`config.mk`:
```
export PLATFORM = sky130hd
export DESIGN_NAME = instr_issuer
export DESIGN_NICKNAME = d
export VERILOG_FILES = /design/src/rtl/instr_issuer_pkg.sv /design/src/rtl/instr_issuer_mem.sv /design/src/rtl/instr_issuer.sv
export SDC_FILE = /design/constraint.sdc
export NUM_CORES = 1
export LEC_CHECK = 0
export ABC_CLOCK_PERIOD_IN_PS = 6600
export CORE_MARGIN = 2
export CORE_UTILIZATION = 47
export CTS_BUF_LIST = sky130_fd_sc_hd__clkbuf_4
export DETAILED_ROUTE_END_ITERATION = 7
export SYNTH_ARGS = -nofsm -noshare
export SYNTH_HDL_FRONTEND = slang
export SYNTH_HIERARCHICAL = 1
export SYNTH_SLANG_ARGS = --single-unit
```
`constraint.sdc`:
```
create_clock -name CLK -period 6.6 [get_ports CLK]
set_clock_uncertainty 0.15 [all_clocks]
set_input_delay 0.66 -clock CLK [delete_from_list [all_inputs] [get_ports CLK]]
set_output_delay 0.66 -clock CLK [all_outputs]
set_load 0.005 [all_outputs]
```
`src/rtl/instr_issuer_pkg.sv`:
```
// Shared definitions for the instruction issuer: sequencer states, the
// default halt opcode and the field layout of a 16-bit instruction word.
package instr_issuer_pkg;

    typedef enum logic [2:0] {
        S_IDLE   = 3'd0,
        S_FETCH  = 3'd1,
        S_ISSUE  = 3'd2,
        S_WAIT   = 3'd3,
        S_HALTED = 3'd4,
        S_ERROR  = 3'd5
    } state_t;

    localparam logic [3:0] HALT_OP_DEFAULT = 4'b1111;

    localparam int OP_HI = 15;
    localparam int OP_LO = 12;
    localparam int P1_HI = 11;
    localparam int P1_LO = 6;
    localparam int P2_HI = 5;
    localparam int P2_LO = 0;

    function automatic logic [3:0] instr_opcode(input logic [15:0] w);
        return w[OP_HI:OP_LO];
    endfunction

    function automatic logic [5:0] instr_p1(input logic [15:0] w);
        return w[P1_HI:P1_LO];
    endfunction

    function automatic logic [5:0] instr_p2(input logic [15:0] w);
        return w[P2_HI:P2_LO];
    endfunction

endpackage

```
`src/rtl/instr_issuer_mem.sv`:
```
// 16x16 instruction storage: one synchronous write port, one combinational
// read port. Contents are deliberately not reset so a program survives reset.
module instr_mem (
    input  logic        clk_i,
    input  logic        we_i,
    input  logic [3:0]  waddr_i,
    input  logic [15:0] wdata_i,
    input  logic [3:0]  raddr_i,
    output logic [15:0] rdata_o
);

    logic [15:0] mem_q [16];

    always_ff @(posedge clk_i) begin
        if (we_i) begin
            mem_q[waddr_i] <= wdata_i;
        end
    end

    assign rdata_o = mem_q[raddr_i];

endmodule

```
`src/rtl/instr_issuer.sv`:
```
// Instruction issuer: fetches instructions from a small program memory,
// hands each to the control FSM with a START pulse and tracks the PC.
module instr_issuer
    import instr_issuer_pkg::*;
#(
    parameter int         TIMEOUT_CYCLES = 64,
    parameter logic [3:0] HALT_OP        = HALT_OP_DEFAULT
) (
    input  logic        CLK,
    input  logic        RESET,
    input  logic        RUN,
    input  logic        LOAD_EN,
    input  logic [3:0]  LOAD_ADDR,
    input  logic [15:0] LOAD_DATA,
    input  logic        PCinc,
    input  logic        finish,
    output logic        START,
    output logic [3:0]  OPCODE,
    output logic [5:0]  p1,
    output logic [5:0]  p2,
    output logic [3:0]  PC,
    output logic        BUSY,
    output logic        DONE,
    output logic        TIMEOUT
);

    localparam int TW = $clog2(TIMEOUT_CYCLES + 1);

    state_t          state_q, state_d;
    logic [3:0]      pc_q, pc_d;
    logic [3:0]      op_q, op_d;
    logic [5:0]      p1_q, p1_d;
    logic [5:0]      p2_q, p2_d;
    logic [TW-1:0]   tmo_q, tmo_d;
    logic            inc_seen_q, inc_seen_d;
    logic            busy;
    logic            mem_we;
    logic [15:0]     mem_rdata;

    assign busy   = (state_q == S_FETCH) || (state_q == S_ISSUE) || (state_q == S_WAIT);
    assign mem_we = LOAD_EN && !busy;

    instr_mem u_mem (
        .clk_i   (CLK),
        .we_i    (mem_we),
        .waddr_i (LOAD_ADDR),
        .wdata_i (LOAD_DATA),
        .raddr_i (pc_q),
        .rdata_o (mem_rdata)
    );

    always_ff @(posedge CLK or negedge RESET) begin
        if (!RESET) begin
            state_q    <= S_IDLE;
            pc_q       <= 4'd0;
            op_q       <= 4'd0;
            p1_q       <= 6'd0;
            p2_q       <= 6'd0;
            tmo_q      <= '0;
            inc_seen_q <= 1'b0;
        end else begin
            state_q    <= state_d;
            pc_q       <= pc_d;
            op_q       <= op_d;
            p1_q       <= p1_d;
            p2_q       <= p2_d;
            tmo_q      <= tmo_d;
            inc_seen_q <= inc_seen_d;
        end
    end

    always_comb begin
        state_d    = state_q;
        pc_d       = pc_q;
        op_d       = op_q;
        p1_d       = p1_q;
        p2_d       = p2_q;
        tmo_d      = tmo_q;
        inc_seen_d = inc_seen_q;

        case (state_q)
            S_IDLE: begin
                // A load in the same cycle as RUN takes priority; start waits.
                if (RUN && !LOAD_EN) begin
                    pc_d    = 4'd0;
                    state_d = S_FETCH;
                end
            end
            S_FETCH: begin
                op_d    = instr_opcode(mem_rdata);
                p1_d    = instr_p1(mem_rdata);
                p2_d    = instr_p2(mem_rdata);
                state_d = (instr_opcode(mem_rdata) == HALT_OP) ? S_HALTED : S_ISSUE;
            end
            S_ISSUE: begin
                tmo_d      = '0;
                inc_seen_d = 1'b0;
                state_d    = S_WAIT;
            end
            S_WAIT: begin
                tmo_d = tmo_q + 1'b1;
                if (PCinc) begin
                    pc_d       = pc_q + 4'd1;
                    inc_seen_d = 1'b1;
                end
                // An instruction that never pulsed PCinc still advances by one.
                if (finish) begin
                    state_d = S_FETCH;
                    if (!PCinc && !inc_seen_q) begin
                        pc_d = pc_q + 4'd1;
                    end
                end else if (tmo_q == TW'(TIMEOUT_CYCLES - 1)) begin
                    state_d = S_ERROR;
                end
            end
            S_HALTED: begin
                if (!RUN) begin
                    state_d = S_IDLE;
                end
            end
            S_ERROR: begin
                state_d = S_ERROR;
            end
            default: begin
                state_d = S_IDLE;
            end
        endcase
    end

    assign START   = (state_q == S_ISSUE);
    assign OPCODE  = op_q;
    assign p1      = p1_q;
    assign p2      = p2_q;
    assign PC      = pc_q;
    assign BUSY    = busy;
    assign DONE    = (state_q == S_HALTED);
    assign TIMEOUT = (state_q == S_ERROR);

endmodule

```
# After elaboration in Yosys (flattened, before gate mapping)
# Memory sizes are Yosys's and may differ from the RTL's.
# Cells that the tools add are included.
# W data, S select, Z words.
# op_classes
add_sub_neg	2
n_eq_ne	11
muxes	16
reduce_logical	15
# op_table
cell	count
$pmux W3 S6	1
$mux W4	4
$mux W3	5
$pmux W7 S2	1
$pmux W4 S2	1
$add A7 B1 Y7 const B	1
$eq A7 B6 Y1 const B	1
$eq A3 B2 Y1 const B	2
$eq A3 B3 Y1 const B	2
$ne A2 B2 Y1 const B	3
$add A4 B1 Y4 const B	1
$eq A4 B4 Y1 const B	1
$logic_not A1 Y1	4
$reduce_and A2 Y1	2
$reduce_bool A2 Y1	2
$eq A3 B1 Y1 const B	1
$logic_and A1 B1 Y1	3
$logic_not A3 Y1	1
$mux W1	3
$ne A3 B2 Y1 const B	1
$reduce_and A3 Y1	1
$logic_or A1 B1 Y1	2
$pmux W1 S2	1
# totals
ff_bits	31
ramBits	256
in_bits	26
out_inout_bits	24
mem_count	1
# mem_list
memory	depth	word_bits	read_ports	rd_clocked_by_memory_dff	write_ports	line_no	text
u_mem.mem_q	16	16	1	0	1	instr_issuer_mem.sv:12	logic [15:0] mem_q [16];

# Longest topological paths before layout
# Gate-level depths: netlist of run 1.
# depth
ltp_word	7
mapped_depth	9
depth_no_buf	7

# Hierarchy
# Netlist of run 1, hierarchy kept.
# by_module_without_submodules
module	instances	cells_per_inst	area_per_inst_um2	seq_area_each_um2
instr_mem	1	416	9723.1	7687.4
instr_issuer	1	127	1455.1	775.7

# Worst setup path after synthesis of run 1
# OpenSTA, ideal clock, no wires.
# synth_path
path_kind	reg2reg
start	register state_q[0]
end	memory u_mem.mem_q[0][0] (enable)
arrival_ps	2553
slack_ps	3488
stages_incl_launch_ff	7
path_buffers	1
period_less_slack_ps	3112
cell_sequence	dfrtp_1 -> buf_2 -> inv_1 -> a21oi_1 -> nor2b_1 -> or3b_2 -> nor3_1
# synth_via
elab_chain_len	7
elab_cells_between_ends	9
# synth_lines
item	line_no	text
start, declared	instr_issuer.sv:29	state_t state_q, state_d;
start signal, assigned	instr_issuer.sv:62	state_q <= state_d;
$eq A3 B1 Y1 / $eq A3 B2 Y1 (equally long branches)	instr_issuer.sv:40	assign busy = (state_q == S_FETCH) || (state_q == S_ISSUE) || (state_q == S_WAIT);
$logic_or A1 B1 Y1	instr_issuer.sv:40	
$logic_or A1 B1 Y1 (*)	instr_issuer.sv:40	
net BUSY	instr_issuer.sv:22	output logic BUSY,
$logic_not A1 Y1 (*)	instr_issuer.sv:41	assign mem_we = LOAD_EN && !busy;
$logic_and A1 B1 Y1 (*)	instr_issuer.sv:41	
net mem_we	instr_issuer.sv:37	logic mem_we;
$mux W1 (*)	instr_issuer_mem.sv:15	if (we_i) begin
$mux W1 (not written as such) (*)	instr_issuer_mem.sv:16	mem_q[waddr_i] <= wdata_i;
end, declared	instr_issuer_mem.sv:12	
# Mark *: on every way through the listed nets, which the timed path passes. The rest lies on a longest branch.

# Worst setup path after layout of run 1
# layout_path
start	register pc_q[0], in the netlist PC[0]
end	register state_q[2]
# layout_via
elab_chain_len	4
# layout_lines
item	line_no	text
start, declared	instr_issuer.sv:30	logic [3:0] pc_q, pc_d;
start signal, assigned	instr_issuer.sv:63	pc_q <= pc_d;
$mem_v2 Z16 W16	-	
net mem_rdata[15]	instr_issuer.sv:38	logic [15:0] mem_rdata;
$eq A4 B4 Y1	instr_issuer.sv:93	state_d = (instr_opcode(mem_rdata) == HALT_OP) ? S_HALTED : S_ISSUE;
$mux W3	instr_issuer.sv:93	
$pmux W3 S6	instr_issuer.sv:81	case (state_q)
# The timed path passes the listed nets, and every way through them passes these cells.
# A chain may end at the register's enable or synchronous reset.

==> run_results.csv, run 1 <==
group,metric,value,unit
pwr,irDropWorstVdd,0.000323,V
drt,dr.pass1.iters,5,
finish,seq_area,8470,µm²
finish,n_fill_cell,1882,
sta,period_minus_slack,3.51,ns
setup_path,critical_path_peak_fanout,44,
drt,via_count,5787,
finish,n_antenna_cell,0,
floorplanning,core,23400,µm²
finish,drive_gt1_share,31.5,%
pwr,comb_power_share,24.5,%
setup_path,critPathRequiredTime,6.99,ns
synthesis,synth_mux_area_share,15.2,%
placed_design,dpl.hpwl,13.8,mm
flow_run,cap_violations,0,
drt,via_per_inst,5.62,
synthesis,synth_compound_area_share,3.56,%
clock_tree,htreeDepth,3,
drt,routedWlPerCell,23.4,µm
synthesis,synth.avg_cell_area,20.6,µm²
pwr,p_switching,1.45,mW
sta,slew_headroom,12.9,%
synthesis,syn_nets,571,
pwr,seq_power_share,43.7,%
pwr,switching_share,28.2,%
finish,area_growth,16.9,%
sta,max_clock_freq,285,MHz
drt,drtIter0Drc,492,
clock_tree,cts_root_buffer,"clkbuf_4",
global_routing,grt_overflow,0,
clock_tree,cts_tree,"built",
synthesis,netlist_instances,543,
finish,nNetsFinal,680,
clock_tree,cts_inserted_buffers,74,
sta,setup_viol,0,
clock_tree,clock_sinks,287,
global_routing,grt_pass1_vias,6022,
pwr,clkPwrFrac,31.8,%
pwr,p_int,3.68,mW
sta,period_share,53.2,%
clock_tree,clkLatencyLatePin,0.68,ns
global_routing,antenna_found_initial,0,
hold_path,hp-class,"flop to flop",
sta,finalSetupTns,0,ns
sta,setup_slack,3.09,ns
floorplanning,io_pins,50,
floorplanning,die_w,158,µm
synthesis,ys_ff_latch,287,
finish,multi_input_area,2580,µm²
global_routing,grt_max_degree,69,
floorplanning,die_y,158,µm
clock_tree,cts.clk_slew.worst_paths,0.07,ns
clock_tree,cts_resized,0,
synthesis,synth_top_family_by_area,"multiplexers",
clock_tree,clk_path_buf_depth,3,
placed_design,portBuffers,49,
synthesis,yosysSeqAreaShare,75.7,%
synthesis,synthAdderAreaFrac,0.224,%
pwr,total_power,5.13,mW
synthesis,synth_xor_area_share,0,%
sta,worst_slew_pin_slew,1.30,ns
synthesis,yosys_warnings,6,
setup_path,worst_setup_path_end_kind,"flop",
drt,ant_nets,0,
global_routing,track_usage,20.1,%
floorplanning,num_rows,56,
sta,rsz0062_at_grt,"no",
synthesis,synth_area,11200,µm²
floorplanning,start_util,47.8,%
pwr,power.density,393,nW/µm²
sta,drv_slew,0,
setup_path,critPathArrivalTime,3.90,ns
setup_path,cp-start-kind,"flop",
global_routing,grt_pass1_wl,36.0,mm
placed_design,place_congestion,0.745,
setup_path,path_class,"flop to flop",
sta,hold_viol_final,0,
drt,drc_errors,0,
pwr,p_leak,4.36,nW
synthesis,synth-simple-area-share,3.66,%
floorplanning,die-area,25000,µm²
placed_design,pre_cts_ws,3.05,ns
drt,wirelength,24.1,mm
synthesis,synth_cell_type_count,36,
run_status,status,"finished clean",
[sequential cells by signal, indices dropped and copies added, names as in the netlist]
| signal | count |
|---|---|
| u_mem/mem_q | 256 |
| state_q | 3 |
| PC | 4 |
| tmo_q | 7 |
| p1 | 6 |
| inc_seen_q | 1 |
| p2 | 6 |
| OPCODE | 4 |
[cell families after synthesis]
family,after synthesis
multiplexers,84
adder cells (fa/ha/maj),2
AO/OA/AOI/OAI,55
AND/OR/NAND/NOR,83
flip-flops,287
buffers and inverters,32
[worst paths after layout]
check	to	startpoint	slack, ns	cells past startpoint
setup / recovery	state_q[2]	PC[0]	3.09	8
hold / removal	inc_seen_q	inc_seen_q	0.36	2
setup reg to reg	state_q[2]	PC[0]	3.09	8
hold reg to reg	inc_seen_q	inc_seen_q	0.36	2
max in group asynchronous	PC[0]	RESET	5.18	2
min in group asynchronous	PC[3]	RESET	0.49	2
[metal layers]
metal  vias to the layer above  routed length, µm  GRT usage (%)
met5                         -                  0              0
met4                         0                572           6.52
met3                        55               1280           4.68
met2                       191              12000           33.8
met1                      3037              10200           26.1
li1                       2504                  -              -
[worst max-delay path: stages (launching register included)]
cell and delay, ns:
dfrtp_4 0.98, buf_4 0.59, mux4_2 0.56, a22oi_1 0.29, nand2_1 0.11, a41oi_1 0.36, nor2_1 0.09, a21oi_1 0.13
mux2i_1 0.09
[power by group through the flow]
stage | Combinational [mW] | Sequential, mW | Clock, mW
after global placement | 1.25 | 2.28 | 0
after global routing | 1.36 | 2.27 | 1.77
after detailed placement | 1.27 | 2.29 | 0
final | 1.25 | 2.24 | 1.63
after floorplan | 0.939 | 2.18 | 0
after CTS | 1.28 | 2.25 | 1.68
[stage by stage]
stage / area [µm²] / utilization [%] / hold slack (ns) / cells
after global placement: 12000 / 51.4 / 0.339 / 894
after floorplan: 11200 / - / 0.214 / 543
final: 13100 / 55.8 / 0.359 / 1030
after global routing: 13100 / 55.8 / 0.378 / 1030
after detailed placement: 12000 / 51.4 / 0.346 / 894
after CTS: 13100 / 55.8 / 0.361 / 1030
[synthesized netlist by cell type]
cell type  instances  share of area [%]
or4_4              1               0.10
dfrtp_1           31                6.9
mux4_2            54                 11
mux4_1            10                2.4
a41oi_1            1              0.078
a21oi_1            6               0.27
buf_1              3               0.10
mux2i_1            4               0.36
clkbuf_1           8               0.27
nand3_1            5               0.22
nor2_1            24               0.81
o211ai_2           2               0.22
a22oi_1           32                2.1
buf_6              6               0.60
and4_1             1              0.078
ha_1               2               0.22
nor3_1             9               0.40
a31oi_1            2               0.11
o31ai_1            3               0.20
and2_1             1              0.056
nand2_1           27               0.91
o21bai_4           1               0.17
nor2_8             1               0.18
mux2_2            16                1.6
or3b_2             1              0.078
nand3b_1           3               0.20
edfxtp_1         256                 69
o21ai_1            1              0.045
inv_1              6               0.20
or2_2              1              0.056
nand2b_1           4               0.22
o21ai_0            7               0.31
nand2b_4           1               0.12
nor2b_1            4               0.22
buf_2              6               0.27
buf_4              3               0.20
[cell usage in the layout (no fill, tap or decap), types with 5 or more instances in the layout]
cell type          n
mux2_2            16
a22oi_1           32
clkinv_1          17
inv_1              6
a21oi_1            6
mux4_1            10
clkbuf_4         112
dfrtp_1           29
nand3_1            5
nand2_1           27
edfxtp_1         256
o21ai_0            7
mux4_2            54
nor2_1            12
clkdlybuf4s50_1   48
nor2_2            12
nor3_1             5
buf_4              9
[timing repair]
item                                   in CTS  in global routing
hold buffers                                1                  0
endpoints found under the hold margin      31                  0
buffers inserted                            0                  0
[final cells by class]
type / count / area share (%)
Clock buffer: 112 / 6.43
Clock inverter: 23 / 1.47
Inverter: 6 / 0.172
Multi-Input combinational cell: 224 / 19.8
Sequential cell: 287 / 64.8
Tap cell: 319 / 3.05
Timing Repair Buffer: 59 / 4.31
Power figures use the tool's default switching activity.
==> inputs of run 2 (changes only) <==
--- a/config.mk
+++ b/config.mk
@@ -5,11 +5,12 @@
 export SDC_FILE = /design/constraint.sdc
 export NUM_CORES = 1
 export LEC_CHECK = 0
-export ABC_CLOCK_PERIOD_IN_PS = 6600
+export ABC_CLOCK_PERIOD_IN_PS = 3000
 export CORE_MARGIN = 2
 export CORE_UTILIZATION = 47
 export CTS_BUF_LIST = sky130_fd_sc_hd__clkbuf_4
 export DETAILED_ROUTE_END_ITERATION = 7
+export PLACE_DENSITY = 0.67
 export SYNTH_ARGS = -nofsm -noshare
 export SYNTH_HDL_FRONTEND = slang
 export SYNTH_HIERARCHICAL = 1
==> constraint.sdc (replaced) <==
create_clock -name CLK -period 3 [get_ports CLK]
set_clock_uncertainty 0.15 [all_clocks]
set_input_delay 0.3 -clock CLK [delete_from_list [all_inputs] [get_ports CLK]]
set_output_delay 0.3 -clock CLK [all_outputs]
set_load 0.005 [all_outputs]
==> run_results.csv, run 2 (synthesis results as in run 1) <==
group,metric,value,unit
setup_path,critPathArrivalTime,2.34,ns
setup_path,critical_path_peak_fanout,15,
sta,period_minus_slack,2.79,ns
pwr,total_power,11.2,mW
placed_design,portBuffers,49,
sta,worst_slew_pin_slew,0.913,ns
pwr,seq_power_share,43.7,%
finish,largest_reg_flops,256,
global_routing,grt_overflow,0,
drt,via_per_inst,5.55,
sta,max_clock_freq,358,MHz
global_routing,track_usage,20.0,%
finish,nNetsFinal,706,
global_routing,grt_max_degree,32,
clock_tree,clock_sinks,287,
finish,n_antenna_cell,0,
finish,largest_registers,"u_mem/mem_q (256), tmo_q (7)",
setup_path,worst_setup_path_end_kind,"output pin",
finish,multi_input_area,2580,µm²
floorplanning,core,23400,µm²
finish,n_fill_cell,1822,
placed_design,dpl.hpwl,14.3,mm
clock_tree,htreeDepth,3,
drt,routedWlPerCell,22.7,µm
setup_path,cp-start-kind,"flop",
pwr,comb_power_share,25.4,%
flow_run,cap_violations,0,
floorplanning,io_pins,50,
clock_tree,clk_path_buf_depth,3,
drt,ant_nets,0,
placed_design,pre_cts_ws,0.360,ns
setup_path,critPathRequiredTime,2.55,ns
placed_design,place_congestion,0.767,
finish,layout_common_cells,"edfxtp_1 (256), clkbuf_4 (113), mux4_2 (54), clkdlybuf4s50_1 (48), buf_4 (37)",
floorplanning,die_y,158,µm
finish,fin_cells,1056,
pwr,p_int,8.09,mW
run_status,status,"finished clean",
sta,finalSetupTns,0,ns
drt,via_count,5861,
floorplanning,die_w,158,µm
clock_tree,cts_inserted_buffers,72,
clock_tree,clkLatencyLatePin,0.66,ns
sta,drv_slew,0,
pwr,switching_share,28.0,%
drt,dr.pass1.iters,5,
global_routing,grt_pass1_wl,35.9,mm
sta,period_share,93.0,%
sta,setup_slack,0.210,ns
floorplanning,num_rows,56,
sta,rsz0062_at_grt,"no",
pwr,power.density,848,nW/µm²
pwr,p_switching,3.14,mW
clock_tree,cts.clk_slew.worst_paths,0.07,ns
finish,final_common_cell,"edfxtp_1",
pwr,irDropWorstVdd,0.000425,V
finish,area_growth,18.6,%
sta,setup_viol,0,
clock_tree,cts_tree,"built",
finish,seq_area,8470,µm²
sta,slew_headroom,39.0,%
drt,wirelength,23.9,mm
hold_path,hp-class,"input port to async pin",
finish,drive_gt1_share,34.3,%
pwr,p_leak,4.49,nW
floorplanning,die-area,25000,µm²
global_routing,antenna_found_initial,0,
drt,drc_errors,0,
floorplanning,start_util,47.8,%
finish,regMostFlops,"u_mem/mem_q",
placed_design,dp_cells,922,
sta,hold_viol_final,0,
setup_path,path_class,"flop to output pin",
global_routing,grt_pass1_vias,6234,
pwr,clkPwrFrac,30.9,%
clock_tree,cts_root_buffer,"clkbuf_4",
drt,drtIter0Drc,532,
-- run 2: cell count changes in the layout (fill, tap and decap cells not counted) --
cell | previous run | this run
buf_4 | 9 | 37
bufinv_16 | 4 | 3
clkbuf_4 | 112 | 113
clkinv_1 | 17 | 15
clkinv_2 | 1 | 0
clkinvlp_4 | 0 | 1
nand2b_1 | 4 | 3
nand2b_2 | 0 | 1
-- run 2: repair_timing --
action / CTS / global route
endpoints found under the hold margin: 31 / 0
setup buffers: 0 / 0
hold buffers: 1 / 0
gates resized for setup: 0 / 1
setup endpoints to repair: 0 / 1
-- run 2: power groups by stage --
stage	registers [mW]	clock network [mW]	logic [mW]
2_1_floorplan	4.80	0	2.07
3_3_place_gp	4.98	0	2.82
3_5_place_dp	5.01	0	2.86
4_1_cts	4.92	3.57	2.87
5_1_grt	4.97	3.78	3.09
6_report	4.92	3.47	2.85
-- run 2: final timing paths --
path | from | to | slack [ns] | cells past startpoint
worst max-delay path | state_q[2] | START | 0.21 | 3
max in group asynchronous | RESET | PC[0] | 1.96 | 2
worst min register to register | p2[1] | p2[1] | 0.36 | 1
worst min-delay path | RESET | tmo_q[3] | 0.13 | 2
min in group CLK | finish | state_q[1] | 0.16 | 2
worst max register to register | PC[2] | state_q[2] | 0.31 | 8
-- run 2: layer usage --
layer / vias to the layer above / GRT usage [%] / share of wire (%)
li1: 2577 / - / -
met2: 236 / 31.2 / 48
met3: 35 / 5.64 / 7.2
met4: 0 / 7.12 / 2.1
met1: 3013 / 27.4 / 43
met5: - / 0 / 0
-- run 2: worst max-delay path, cell delays in order (launching register included) --
cell	delay, ns
dfrtp_1	0.54
nand2b_2	0.39
nor2_1	0.23
clkdlybuf4s50_1	0.54
-- run 2: through the flow --
| stage | instance area (µm²) | utilization (%) | hold WS (ns) |
|---|---|---|---|
| after floorplan | 11200 | - | -0.146 |
| after global placement | 12200 | 52.3 | 0.274 |
| after detailed placement | 12200 | 52.3 | 0.276 |
| after CTS | 13300 | 56.6 | 0.105 |
| after global routing | 13300 | 56.6 | 0.115 |
| final | 13300 | 56.6 | 0.134 |
-- run 2: final cells by class --
class,instances,share of cell area (%)
clock buffer,113,6.40
timing repair buffer,87,5.83
inverter,6,0.170
clock inverter,20,1.19
multi-input combinational,224,19.5
tap,319,3.01
sequential,287,63.9
==> inputs of run 3 (changes only) <==
--- a/config.mk
+++ b/config.mk
@@ -6,7 +6,7 @@
 export NUM_CORES = 1
 export LEC_CHECK = 0
 export ABC_CLOCK_PERIOD_IN_PS = 3000
-export CORE_MARGIN = 2
+export CORE_MARGIN = 10
 export CORE_UTILIZATION = 47
 export CTS_BUF_LIST = sky130_fd_sc_hd__clkbuf_4
 export DETAILED_ROUTE_END_ITERATION = 7
==> run_results.csv, run 3 (synthesis results as in run 1) <==
group,metric,value,unit
global_routing,grt_overflow,0,
sta,slew_headroom,42.5,%
floorplanning,io_pins,50,
setup_path,reg2reg_depth,7,
clock_tree,cts_root_buffer,"clkbuf_4",
pwr,p_leak,4.46,nW
finish,multi_input_area,2580,µm²
global_routing,busiest_layer,"met2",
global_routing,grt_pass1_vias,6283,
finish,seq_area,8470,µm²
global_routing,grt_pass1_wl,36.9,mm
finish,n_fill_cell,1835,
floorplanning,die-area,30400,µm²
setup_path,critPathArrivalTime,2.30,ns
setup_path,reg2reg_slack,0.43,ns
sta,worst_slew_pin_slew,0.860,ns
setup_path,cp-start-kind,"flop",
drt,wirelength,24.1,mm
flow_run,cap_violations,0,
clock_tree,htreeDepth,3,
hold_path,hp-class,"input port to flop",
pwr,irDropWorstVdd,0.000479,V
hold_path,hold_start,"finish",
placed_design,place_congestion,0.777,
setup_path,path_class,"flop to output pin",
clock_tree,cts_setup_buffers,0,
setup_path,startpoint,"state_q[2]",
placed_design,dpl.hpwl,15.0,mm
drt,ant_nets,0,
global_routing,met1_usage,21.5,%
sta,whs,0.165,ns
sta,period_share,91.7,%
floorplanning,num_rows,56,
finish,nNetsFinal,708,
global_routing,grt_max_degree,28,
global_routing,track_usage,16.1,%
global_routing,antenna_found_initial,1,
sta,rsz0062_at_grt,"no",
setup_path,worst_setup_path_end_kind,"output pin",
finish,area_growth,18.2,%
drt,drtIter0Drc,573,
floorplanning,start_util,47.6,%
run_status,status,"finished clean",
placed_design,portBuffers,49,
drt,via_per_inst,5.62,
global_routing,use_met3,4.92,%
floorplanning,core,23500,µm²
clock_tree,cts_inserted_buffers,72,
clock_tree,cts_tree,"built",
finish,drive_gt1_share,33.3,%
floorplanning,die_y,174,µm
hold_path,holdPathStages,2,
setup_path,timing.rr.end,"state_q[2]",
global_routing,gr-usage-met2,24.7,%
finish,layout_common_cells,"edfxtp_1 (256), clkbuf_4 (105), mux4_2 (54), clkdlybuf4s50_1 (49), buf_4 (35)",
finish,final_common_cell,"edfxtp_1",
sta,setup_viol,0,
clock_tree,cts.clk_slew.worst_paths,0.06,ns
sta,max_clock_freq,364,MHz
drt,drc_errors,0,
pwr,power.density,832,nW/µm²
clock_tree,clkLatencyLatePin,0.65,ns
hold_path,whs_endpoint,"state_q[1]",
finish,regMostFlops,"u_mem/mem_q",
sta,hold_viol_final,0,
drt,dr.pass1.iters,5,
sta,period_minus_slack,2.75,ns
sta,drv_slew,0,
finish,largest_registers,"u_mem/mem_q (256), tmo_q (7)",
setup_path,r2r-start,"PC[0]",
pwr,total_power,11.0,mW
clock_tree,clock_sinks,287,
clock_tree,clk_path_buf_depth,3,
setup_path,critical_path_peak_fanout,15,
finish,largest_reg_flops,256,
drt,via_count,5896,
floorplanning,die_w,174,µm
drt,routedWlPerCell,23.0,µm
setup_path,critPathRequiredTime,2.55,ns
sta,finalSetupTns,0,ns
## run 3: changes by cell type in the layout (fill, tap and decap cells not counted), moves of 2 or more
cell	previous run	this run
buf_12	0	4
nor2_2	12	8
clkbuf_4	113	105
buf_4	37	35
bufinv_16	3	1
nor2_1	12	16
clkinv_1	15	13
## run 3: through the flow
step	std cells	cell area [µm²]	utilization (%)	setup WS [ns]
after global routing	1050	13200	56.3	0.0795
final	1050	13200	56.3	0.250
after floorplan	543	11200	-	0.227
after global placement	924	12300	52.4	0.512
after detailed placement	924	12300	52.4	0.468
after CTS	1049	13200	56.3	0.0817
## run 3: report_power, final
part           internal (mW)  switching, mW
clock                   1.69           1.46
sequential              4.59          0.320
combinational           1.59           1.34
## run 3: worst max-delay path by stage
| stage | to | slack (ns) | cells after the start |
|---|---|---|---|
| after floorplan | u_mem/mem_q[4][0] | 0.23 | 6 |
| after global placement | u_mem/mem_q[0][5] | 0.51 | 5 |
| after detailed placement | state_q[2] | 0.47 | 7 |
| after CTS | START | 0.08 | 3 |
| after global routing | START | 0.08 | 3 |
| final | START | 0.25 | 3 |
## run 3: timing repair
action,CTS,global route
setup endpoints to repair,0,1
hold buffers,1,0
endpoints found under the hold margin,16,0
gates resized for setup,0,1
## run 3: critical path, cell delays in order, from the launching register on
cell	delay, ns
dfrtp_1	0.52
nand2b_2	0.38
nor2_1	0.24
clkdlybuf4s50_1	0.54
## run 3: per-layer routing
metal	routed length, µm	vias up	part of all wire [%]
met5	0	-	0
li1	-	2565	-
met2	11700	229	49
met1	10100	3056	42
met4	435	0	1.8
met3	1840	46	7.6
## run 3: layout make-up
| class | instances | share of cell area [%] |
|---|---|---|
| well taps | 319 | 3.02 |
| clock inverters | 19 | 0.805 |
| clock buffers | 105 | 5.97 |
| repair buffers | 89 | 6.38 |
| diodes | 1 | 0.0189 |
| flip-flops and latches | 287 | 64.1 |
| inverters | 6 | 0.170 |
| multi-input cells | 224 | 19.5 |
